### src/rtl/vga_pattern_gen.sv
// Test-pattern generator for the VGA path: two-stage pipeline from timing-generator
// coordinates to registered {R,G,B}, with frame-synchronous mode and scroll updates.
module vga_pattern_gen #(
   parameter int H_DISP      = 640,
   parameter int V_DISP      = 480,
   parameter int NUM_BARS    = 8,
   parameter int COLOR_W     = 8,
   parameter int CHECK_SHIFT = 5,
   parameter int SCROLL_STEP = 1
) (
   input  logic                   vga_clk,
   input  logic                   sys_rst_n,
   input  logic [9:0]             pixel_xpos,
   input  logic [9:0]             pixel_ypos,
   input  logic [1:0]             mode_sel,
   input  logic                   pause,
   output logic [3*COLOR_W-1:0]   pixel_data,
   output logic                   frame_start,
   output logic [1:0]             mode_active
);

   localparam int          BAR_W    = H_DISP / NUM_BARS;
   localparam int          BAR_H    = V_DISP / NUM_BARS;
   localparam logic [10:0] H_DISP_E = 11'(H_DISP);
   localparam logic [10:0] V_DISP_E = 11'(V_DISP);
   localparam logic [10:0] STEP_E   = 11'(SCROLL_STEP);

   localparam logic [1:0] MODE_STATIC = 2'd0;
   localparam logic [1:0] MODE_SCROLL = 2'd1;
   localparam logic [1:0] MODE_HBARS  = 2'd2;

   // Threshold search instead of division; anything past the last boundary,
   // including the remainder pixels, lands in the last bar.
   function automatic logic [2:0] bar_index(input logic [10:0] e, input int width);
      bar_index = 3'd0;
      for (int k = 1; k < NUM_BARS; k++) begin
         if (int'(e) >= k * width) bar_index = 3'(k);
      end
   endfunction

   function automatic logic [3*COLOR_W-1:0] bar_colour(input logic [2:0] idx);
      logic [COLOR_W-1:0] f;
      logic [COLOR_W-1:0] z;
      f = '1;
      z = '0;
      case (idx)
         3'd0:    bar_colour = {f, f, f};
         3'd1:    bar_colour = {f, f, z};
         3'd2:    bar_colour = {z, f, f};
         3'd3:    bar_colour = {z, f, z};
         3'd4:    bar_colour = {f, z, f};
         3'd5:    bar_colour = {f, z, z};
         3'd6:    bar_colour = {z, z, f};
         default: bar_colour = {z, z, z};
      endcase
   endfunction

   logic [9:0]  x_p1;
   logic [9:0]  y_p1;
   logic        fs_p1;
   logic [9:0]  prev_x;
   logic [9:0]  prev_y;
   logic [9:0]  offset;
   logic        at_origin;
   logic        fs_det;
   logic [10:0] offset_sum;

   assign at_origin  = (pixel_xpos == 10'd0) && (pixel_ypos == 10'd0);
   assign fs_det     = at_origin && !((prev_x == 10'd0) && (prev_y == 10'd0));
   assign offset_sum = {1'b0, offset} + STEP_E;

   // Stage 1: capture coordinates, detect frame start, latch mode and advance scroll.
   always_ff @(posedge vga_clk) begin
      if (!sys_rst_n) begin
         x_p1        <= 10'd0;
         y_p1        <= 10'd0;
         fs_p1       <= 1'b0;
         prev_x      <= 10'h3FF;
         prev_y      <= 10'h3FF;
         mode_active <= MODE_STATIC;
         offset      <= 10'd0;
      end else begin
         x_p1   <= pixel_xpos;
         y_p1   <= pixel_ypos;
         fs_p1  <= fs_det;
         prev_x <= pixel_xpos;
         prev_y <= pixel_ypos;
         if (fs_det) begin
            mode_active <= mode_sel;
            if ((mode_sel == MODE_SCROLL) && !pause) begin
               offset <= (offset_sum >= H_DISP_E) ? 10'(offset_sum - H_DISP_E)
                                                  : offset_sum[9:0];
            end
         end
      end
   end

   logic [10:0]          scroll_sum;
   logic [10:0]          scroll_e;
   logic [9:0]           check_x;
   logic [9:0]           check_y;
   logic [3*COLOR_W-1:0] pixel_next;

   always_comb begin
      scroll_sum = {1'b0, x_p1} + {1'b0, offset};
      scroll_e   = (scroll_sum >= H_DISP_E) ? (scroll_sum - H_DISP_E) : scroll_sum;
      check_x    = x_p1 >> CHECK_SHIFT;
      check_y    = y_p1 >> CHECK_SHIFT;
      pixel_next = '0;
      if (({1'b0, x_p1} < H_DISP_E) && ({1'b0, y_p1} < V_DISP_E)) begin
         case (mode_active)
            MODE_STATIC: pixel_next = bar_colour(bar_index({1'b0, x_p1}, BAR_W));
            MODE_SCROLL: pixel_next = bar_colour(bar_index(scroll_e, BAR_W));
            MODE_HBARS:  pixel_next = bar_colour(bar_index({1'b0, y_p1}, BAR_H));
            default:     pixel_next = (check_x[0] ^ check_y[0]) ? '0 : '1;
         endcase
      end
   end

   // Stage 2: register the pixel and the frame-start marker that goes with it.
   always_ff @(posedge vga_clk) begin
      if (!sys_rst_n) begin
         pixel_data  <= '0;
         frame_start <= 1'b0;
      end else begin
         pixel_data  <= pixel_next;
         frame_start <= fs_p1;
      end
   end

endmodule

### config.mk
export PLATFORM = sky130hd
export DESIGN_NAME = vga_pattern_gen
export DESIGN_NICKNAME = d
export VERILOG_FILES = /design/src/rtl/vga_pattern_gen.sv
export SDC_FILE = /design/constraint.sdc
export NUM_CORES = 1
export LEC_CHECK = 0
export CORE_ASPECT_RATIO = 1.5
export CORE_MARGIN = 1
export CORE_UTILIZATION = 36
export CTS_CLUSTER_SIZE = 30
export DETAILED_ROUTE_END_ITERATION = 8
export GPL_TIMING_DRIVEN = 0
export HOLD_SLACK_MARGIN = 0.05
export PLACE_DENSITY = 0.68
export RECOVER_POWER = 50
export SLEW_MARGIN = 20
export SYNTH_ARGS = -nofsm -noshare
export SYNTH_HDL_FRONTEND = slang
export SYNTH_SLANG_ARGS = --single-unit
### constraint.sdc
create_clock -name vga_clk -period 4.86 [get_ports vga_clk]
set_clock_uncertainty 0.15 [all_clocks]
set_input_delay 0.972 -clock vga_clk [delete_from_list [all_inputs] [get_ports vga_clk]]
set_output_delay 0.972 -clock vga_clk [all_outputs]
set_load 0.05 [all_outputs]
Yosys cells after proc, flatten, opt, wreduce, memory -nomap -nowiden
Index checks and enable logic that the tools add are counted.

$add $sub $neg: 4. Multipliers: 0. Divide/modulo/power cells: 0. Magnitude comparators: 25. Eq/ne operators: 21. Shifts and indexed selects: 0. Mux-type cells: 34. Bitwise operators: 1. Reductions and logical operators: 17.

Operator list (number): case mux 24 bit (7 select lines) (3); 2-to-1 mux 3 bit (24); case mux 24 bit (3 select lines) (1); greater-or-equal comparator 10 x 9 -> 1 bit (second input constant) (6); greater-or-equal comparator 10 x 8 -> 1 bit (second input constant) (4); logical NOT 10 bit (4); greater-or-equal comparator 11 x 10 -> 1 bit (second input constant) (3); greater-or-equal comparator 11 x 9 -> 1 bit (second input constant) (3); equality test 3 bit (second input constant) (9); 2-to-1 mux 24 bit (1); greater-or-equal comparator 11 x 8 -> 1 bit (second input constant) (2); greater-or-equal comparator 10 x 7 -> 1 bit (second input constant) (2); equality test 3 x 2 -> 1 bit (second input constant) (6); adder 10 x 1 -> 11 bit (second input constant) (1); adder 10 x 10 -> 11 bit (1); greater-or-equal comparator 11 x 7 -> 1 bit (second input constant) (1); 2-to-1 mux 11 bit (1); subtractor 11 x 10 -> 11 bit (second input constant) (1); greater-or-equal comparator 10 bit (second input constant) (1); greater-or-equal comparator 10 x 6 -> 1 bit (second input constant) (1); < comparator 10 bit (second input constant) (1); < comparator 10 x 9 -> 1 bit (second input constant) (1); 2-to-1 mux 10 bit (1); subtractor 10 bit (second input constant) (1); other kinds (10) (23).

Bits in registers: 78. Latch bits: 0. Bits in writable memories: 0. ROM bits: 0. Bits of input ports: 25. Output and inout bits: 27. Logic and storage cells: 111. Memories: 0.

Logic depth before layout (Yosys ltp)
Word-level depth: 16. Depth in mapped cells: 15. Gate-level depth less buffers: 14.

Worst setup path before layout
No wires, ideal clock.

Path kind: register -> register. From: register offset[3]. To: register pixel_data[7]. Library setup time: 0.077 ns. Arrival: 3.256 ns. Data required time: 4.633 ns. Path slack: 1.378 ns. Stages on the path, launching flop included: 14. Buffers on the path: 2. Period minus slack after synthesis: 3.482 ns. Path through: dfxtp_1 ha_1 buf_6 a21o_1 a221o_1 a31oi_2 xnor2_2 inv_1 ha_1 clkbuf_1 o211ai_1 o221ai_2 o41a_1 a41oi_2.

Word-level cells in the longest chain between the ends: 16. Elaborated cells between the ends (all ways): 29. Those cells by class: add/sub (2); order compare (8); eq/ne (6); mux (12); reduce/logical (1).

Ends and longest elaborated chain: start: declaration (line 63) `logic [9:0] offset;`; start signal: assignment (line 91) `offset <= (offset_sum >= H_DISP_E) ? 10'(offset_sum - H_DISP_E)`; adder 10 x 10 -> 11 bit * (line 105) `scroll_sum = {1'b0, x_p1} + {1'b0, offset};`; subtractor 11 x 10 -> 11 bit / greater-or-equal comparator 11 x 10 -> 1 bit (equally long branches) (line 106) `scroll_e = (scroll_sum >= H_DISP_E) ? (scroll_sum - H_DISP_E) : scroll_sum;`; 2-to-1 mux 11 bit * (line 106); greater-or-equal comparator 11 x 7 -> 1 bit (line 37) `if (int'(e) >= k * width) bar_index = 3'(k);`; 2-to-1 mux 1 bit (line 37); 2-to-1 mux 3 bit (5 in a row) (line 37); 2-to-1 mux 3 bit * (line 37); 2-to-1 mux 3 bit * (line 111) `case (mode_active)`; 2-to-1 mux 3 bit * (line 110) `if (({1'b0, x_p1} < H_DISP_E) && ({1'b0, y_p1} < V_DISP_E)) begin`; equality test 3 bit, or another cell as far along (line 46) `case (idx)`; case mux 24 bit (7 select lines) * (line 46); case mux 24 bit (3 select lines) * (line 111); end signal: assignment (line 126) `pixel_data <= pixel_next;`; end: declaration (line 17) `output logic [3*COLOR_W-1:0] pixel_data,`.

Every way passes the cells marked *; elsewhere a longest branch is shown, timed or not. The select of a mux whose other input is x is not followed. A chain may end at the register's enable or synchronous reset.

Final worst setup path
From: register offset[0]. To: register pixel_data[7].

Same word-level chain as after synthesis.

==> impl_metrics.csv <==
group,metric,value,unit
clock_tree,clockBufferDepth,2,
power_and_ir_drop,swShare,28.03,%
clock_tree,cts.reportedPaths.clkPinSlew,0.07,ns
worst_setup_path,crit_end,"pixel_data[7]$_SDFF_PN0_",
timing,normalized_max_slew_margin,45.10,%
die,die-area,9815,um^2
logic_synthesis,syn_nets,439,
die,floorplan.initialDensity,36.84,%
worst_setup_path,critical_path_class,"register to register",
timing,final_hold_viols,0,
logic_synthesis,gate_count_of_the_mapped_netlist,399,
detailed_routing,via_count,2974,
worst_setup_path,rr_worst_depth,15,
detailed_routing,post-route-drc-count,0,
clock_tree,clock_latency_at_the_later_pin_of_the_worst_skew_pair,0.29,ns
cells_and_area,finish.net_count,497,
clock_tree,cts_post_setup_buffers_inserted,0,
cells_and_area,post-route-util,45.65,%
global_routing,antenna_violations_before_repair,0,
power_and_ir_drop,power_leakage,0.001659,uW
clock_tree,cts-buffers-inserted,5,
die,chipHeight,120.8,um
die,row_count,43,
logic_synthesis,synthArstFlopShare,0,%
worst_setup_path,worst-r2r-setup-slack,0.92,ns
worst_setup_path,worstSetupStartpointType,"register",
clock_tree,tritoncts_clock_tree,"yes",
place,placed_cells_incl_taps,562,
logic_synthesis,syn-mean-instance-area,8.495,um^2
clock_tree,cts-resized-gates,0,
detailed_routing,routedWlPerCell,13.29,um
timing,finalCritPeriodShare,81.15,%
place,port_buffers,51,
power_and_ir_drop,internal_power,798.0,uW
clock_tree,cts_sinks,55,
die,core_area,9200,um^2
detailed_routing,drt-total-wl,7573,um
place,place_congestion,0.9134,
power_and_ir_drop,power_frac_clock,33.6,%
global_routing,largest_net_degree_at_the_start_of_global_routing,17,
timing,finalMaxSlewViolations,0,
job,max_cap_violations,0,
timing,worst_pin_slew,0.8180,ns
worst_setup_path,worst-endpoint-required,4.93,ns
worst_setup_path,maximum_fanout_encountered_on_the_critical_timing_path,10,
clock_tree,htreeDepth,2,
power_and_ir_drop,power_frac_seq,43.8,%
logic_synthesis,synth_unique_cells,63,
worst_hold_path,hold_path.class,"register to register",
logic_synthesis,synth-warning-count,0,
timing,timing.final.setup_violations,0,
timing,post-route-min-period,3.944,ns
cells_and_area,instances_no_fill,570,
die,ioPinCount,52,
detailed_routing,viasPerCell,5.218,
power_and_ir_drop,comb_pwr_share,22.6,%
detailed_routing,drtAntennaViolNets,0,
die,fp.dieW,81.23,um
cells_and_area,nFillCells,878,
place,dp.final_hpwl,6050,um
timing,fmax,253.6,MHz
global_routing,overall_routing_resource_usage,16.48,%
global_routing,grt_pass1_vias,2780,
outcome,run_status,"finished, final reports clean",
timing,grt_setup_unrepaired,"no",
worst_setup_path,crit_path_end_kind,"register",
power_and_ir_drop,power.net_switching,310.9,uW
clock_tree,clock-root-buffer,"clkbuf_16",
cells_and_area,antennaDiodeCount,0,
cells_and_area,drive_above_1_share,10.04,%
logic_synthesis,seq_area_frac_synth,32.48,%
timing,final.setup.tns,0,ns
worst_setup_path,cp_data_arrival_time,4.02,ns
worst_setup_path,critical_path.startpoint,"offset[0]$_SDFFE_PN0P_",
worst_setup_path,regToRegEndpoint,"pixel_data[7]$_SDFF_PN0_",
clock_tree,cts_hold_buffers_added,0,
detailed_routing,drt-pass1-iter-count,6,
cells_and_area,area_delta_synth_final,23.92,%
logic_synthesis,postSynth.topFlopCell,"dfxtp_1",
global_routing,grt_remaining_overflow,0,
detailed_routing,first_iter_violations,147,
logic_synthesis,postSynthRegisterBits,55,
worst_setup_path,timing.rr.start,"offset[0]$_SDFFE_PN0P_",
global_routing,grt_pass1_wl,12630,um
power_and_ir_drop,irDropWorstVdd,0.3006,mV
logic_synthesis,syn-cell-area,3390,um^2
logic_synthesis,synth_edf_count,0,
power_and_ir_drop,power_per_cell_area,264.0,nW/um^2
==> registers in the layout, summed over array words and instances, names as in the netlist <==
signal,flops
frame_start,1
fs_p1,1
mode_active,2
y_p1,8
prev_x,10
pixel_data,3
prev_y,10
offset,10
x_p1,10
==> cell usage in the layout (no fill, tap or decap), types with 12 or more instances in the layout <==
cell             instances
a21oi_1                 17
and2_1                  23
buf_4                   22
clkbuf_1                15
clkdlybuf4s50_1         48
dfxtp_1                 55
ha_1                    14
nand2_1                 33
nand2b_1                25
nor2_1                  17
nor4_1                  12
o21ai_0                 13
xnor2_1                 13
==> cell usage after synthesis (3+ instances only) <==
library cell / n / area [um^2]
mux2i_1: 5 / 50.05
a2111oi_0: 3 / 26.28
nand4_1: 4 / 25.02
and2_1: 27 / 168.9
or3_1: 3 / 18.77
o31ai_1: 5 / 37.54
nor2b_1: 7 / 43.79
o21ai_0: 13 / 65.06
buf_4: 22 / 165.2
nand2b_1: 25 / 156.4
dfxtp_1: 55 / 1101
nand3_1: 7 / 35.03
inv_1: 9 / 33.78
o211ai_1: 6 / 45.04
nor2_1: 17 / 63.81
a31oi_1: 3 / 18.77
a21o_1: 6 / 45.04
and3_1: 10 / 62.56
nand2_1: 33 / 123.9
clkbuf_1: 15 / 56.30
nor3b_1: 5 / 37.54
nor4_1: 12 / 75.07
a311oi_1: 4 / 35.03
nor3_1: 4 / 20.02
nand3b_1: 3 / 22.52
xnor2_1: 13 / 113.9
ha_1: 14 / 175.2
a211oi_1: 5 / 37.54
a21oi_1: 17 / 85.08
==> worst min-delay path by stage <==
stage                     startpoint                      to  cells past startpoint
floorplan           fs_p1$_SDFF_PN0_  frame_start$_SDFF_PN0_                      1
global placement    fs_p1$_SDFF_PN0_  frame_start$_SDFF_PN0_                      1
detailed placement  fs_p1$_SDFF_PN0_  frame_start$_SDFF_PN0_                      1
CTS                 fs_p1$_SDFF_PN0_  frame_start$_SDFF_PN0_                      1
global route        fs_p1$_SDFF_PN0_  frame_start$_SDFF_PN0_                      1
finish              fs_p1$_SDFF_PN0_  frame_start$_SDFF_PN0_                      1
==> layer usage <==
| metal | track usage (%) | routed length (um) | vias up | part of all wire, % |
|---|---|---|---|---|
| li1 | - | - | 1525 | - |
| met1 | 16.88 | 3029 | 1367 | 40 |
| met2 | 30.83 | 4053 | 56 | 54 |
| met3 | 1.208 | 127 | 26 | 1.7 |
| met4 | 10.71 | 364 | 0 | 4.8 |
| met5 | 0 | 0 | - | 0 |
==> cell families (layout without fill, tap and decap cells) <==
logic type	after synthesis	count (layout)	synth area share [%]
simple gates	163	163	26.47
compound gates	92	92	19.75
flops	55	55	32.48
buf+inv	49	108	8.158
xor+xnor	18	18	5.316
fa+ha+maj	17	17	6.349
mux	5	5	1.477
==> through the flow <==
step	total power (uW)	area (um^2)	setup slack, ns	hold WS [ns]
after floorplan	665.6	3390	1.378	0.2619
after CTS	1117	4200	0.9479	0.2946
after global placement	743.1	4040	0.7573	0.2656
after detailed placement	746.5	4040	0.7790	0.2757
final	1109	4200	0.9160	0.2873
after global routing	1155	4200	0.6218	0.2993
==> layout make-up <==
cell class | count | area, um^2 | share of cell area, %
Multi-Input combinational cell | 295 | 2012 | 47.90
Sequential cell | 55 | 1101 | 26.21
Timing Repair Buffer | 51 | 510.5 | 12.15
Buffer | 40 | 242.7 | 5.779
Clock buffer | 7 | 152.6 | 3.634
Tap cell | 112 | 140.1 | 3.336
Inverter | 9 | 33.78 | 0.8043
Clock inverter | 1 | 7.507 | 0.1787
==> power by group through the flow <==
stage	Clock, uW	Sequential, uW	Combinational, uW
2_1_floorplan	0	499	167
3_3_place_gp	0	495	248
3_5_place_dp	0	496	251
4_1_cts	380	486	251
5_1_grt	399	488	268
6_report	373	486	251
==> worst max-delay path, stage by stage (launching register included) <==
cell	delay [ns]
dfxtp_1	0.47
ha_1	0.21
inv_1	0.05
fa_1	0.39
and2b_1	0.32
o31a_1	0.22
o21ai_1	0.09
o211a_1	0.19
inv_1	0.11
ha_1	0.16
clkbuf_1	0.33
o31ai_1	0.17
a21oi_1	0.31
nor2_1	0.10
o41a_1	0.42
a41oi_2	0.18
(Power assumes the default switching activity.)
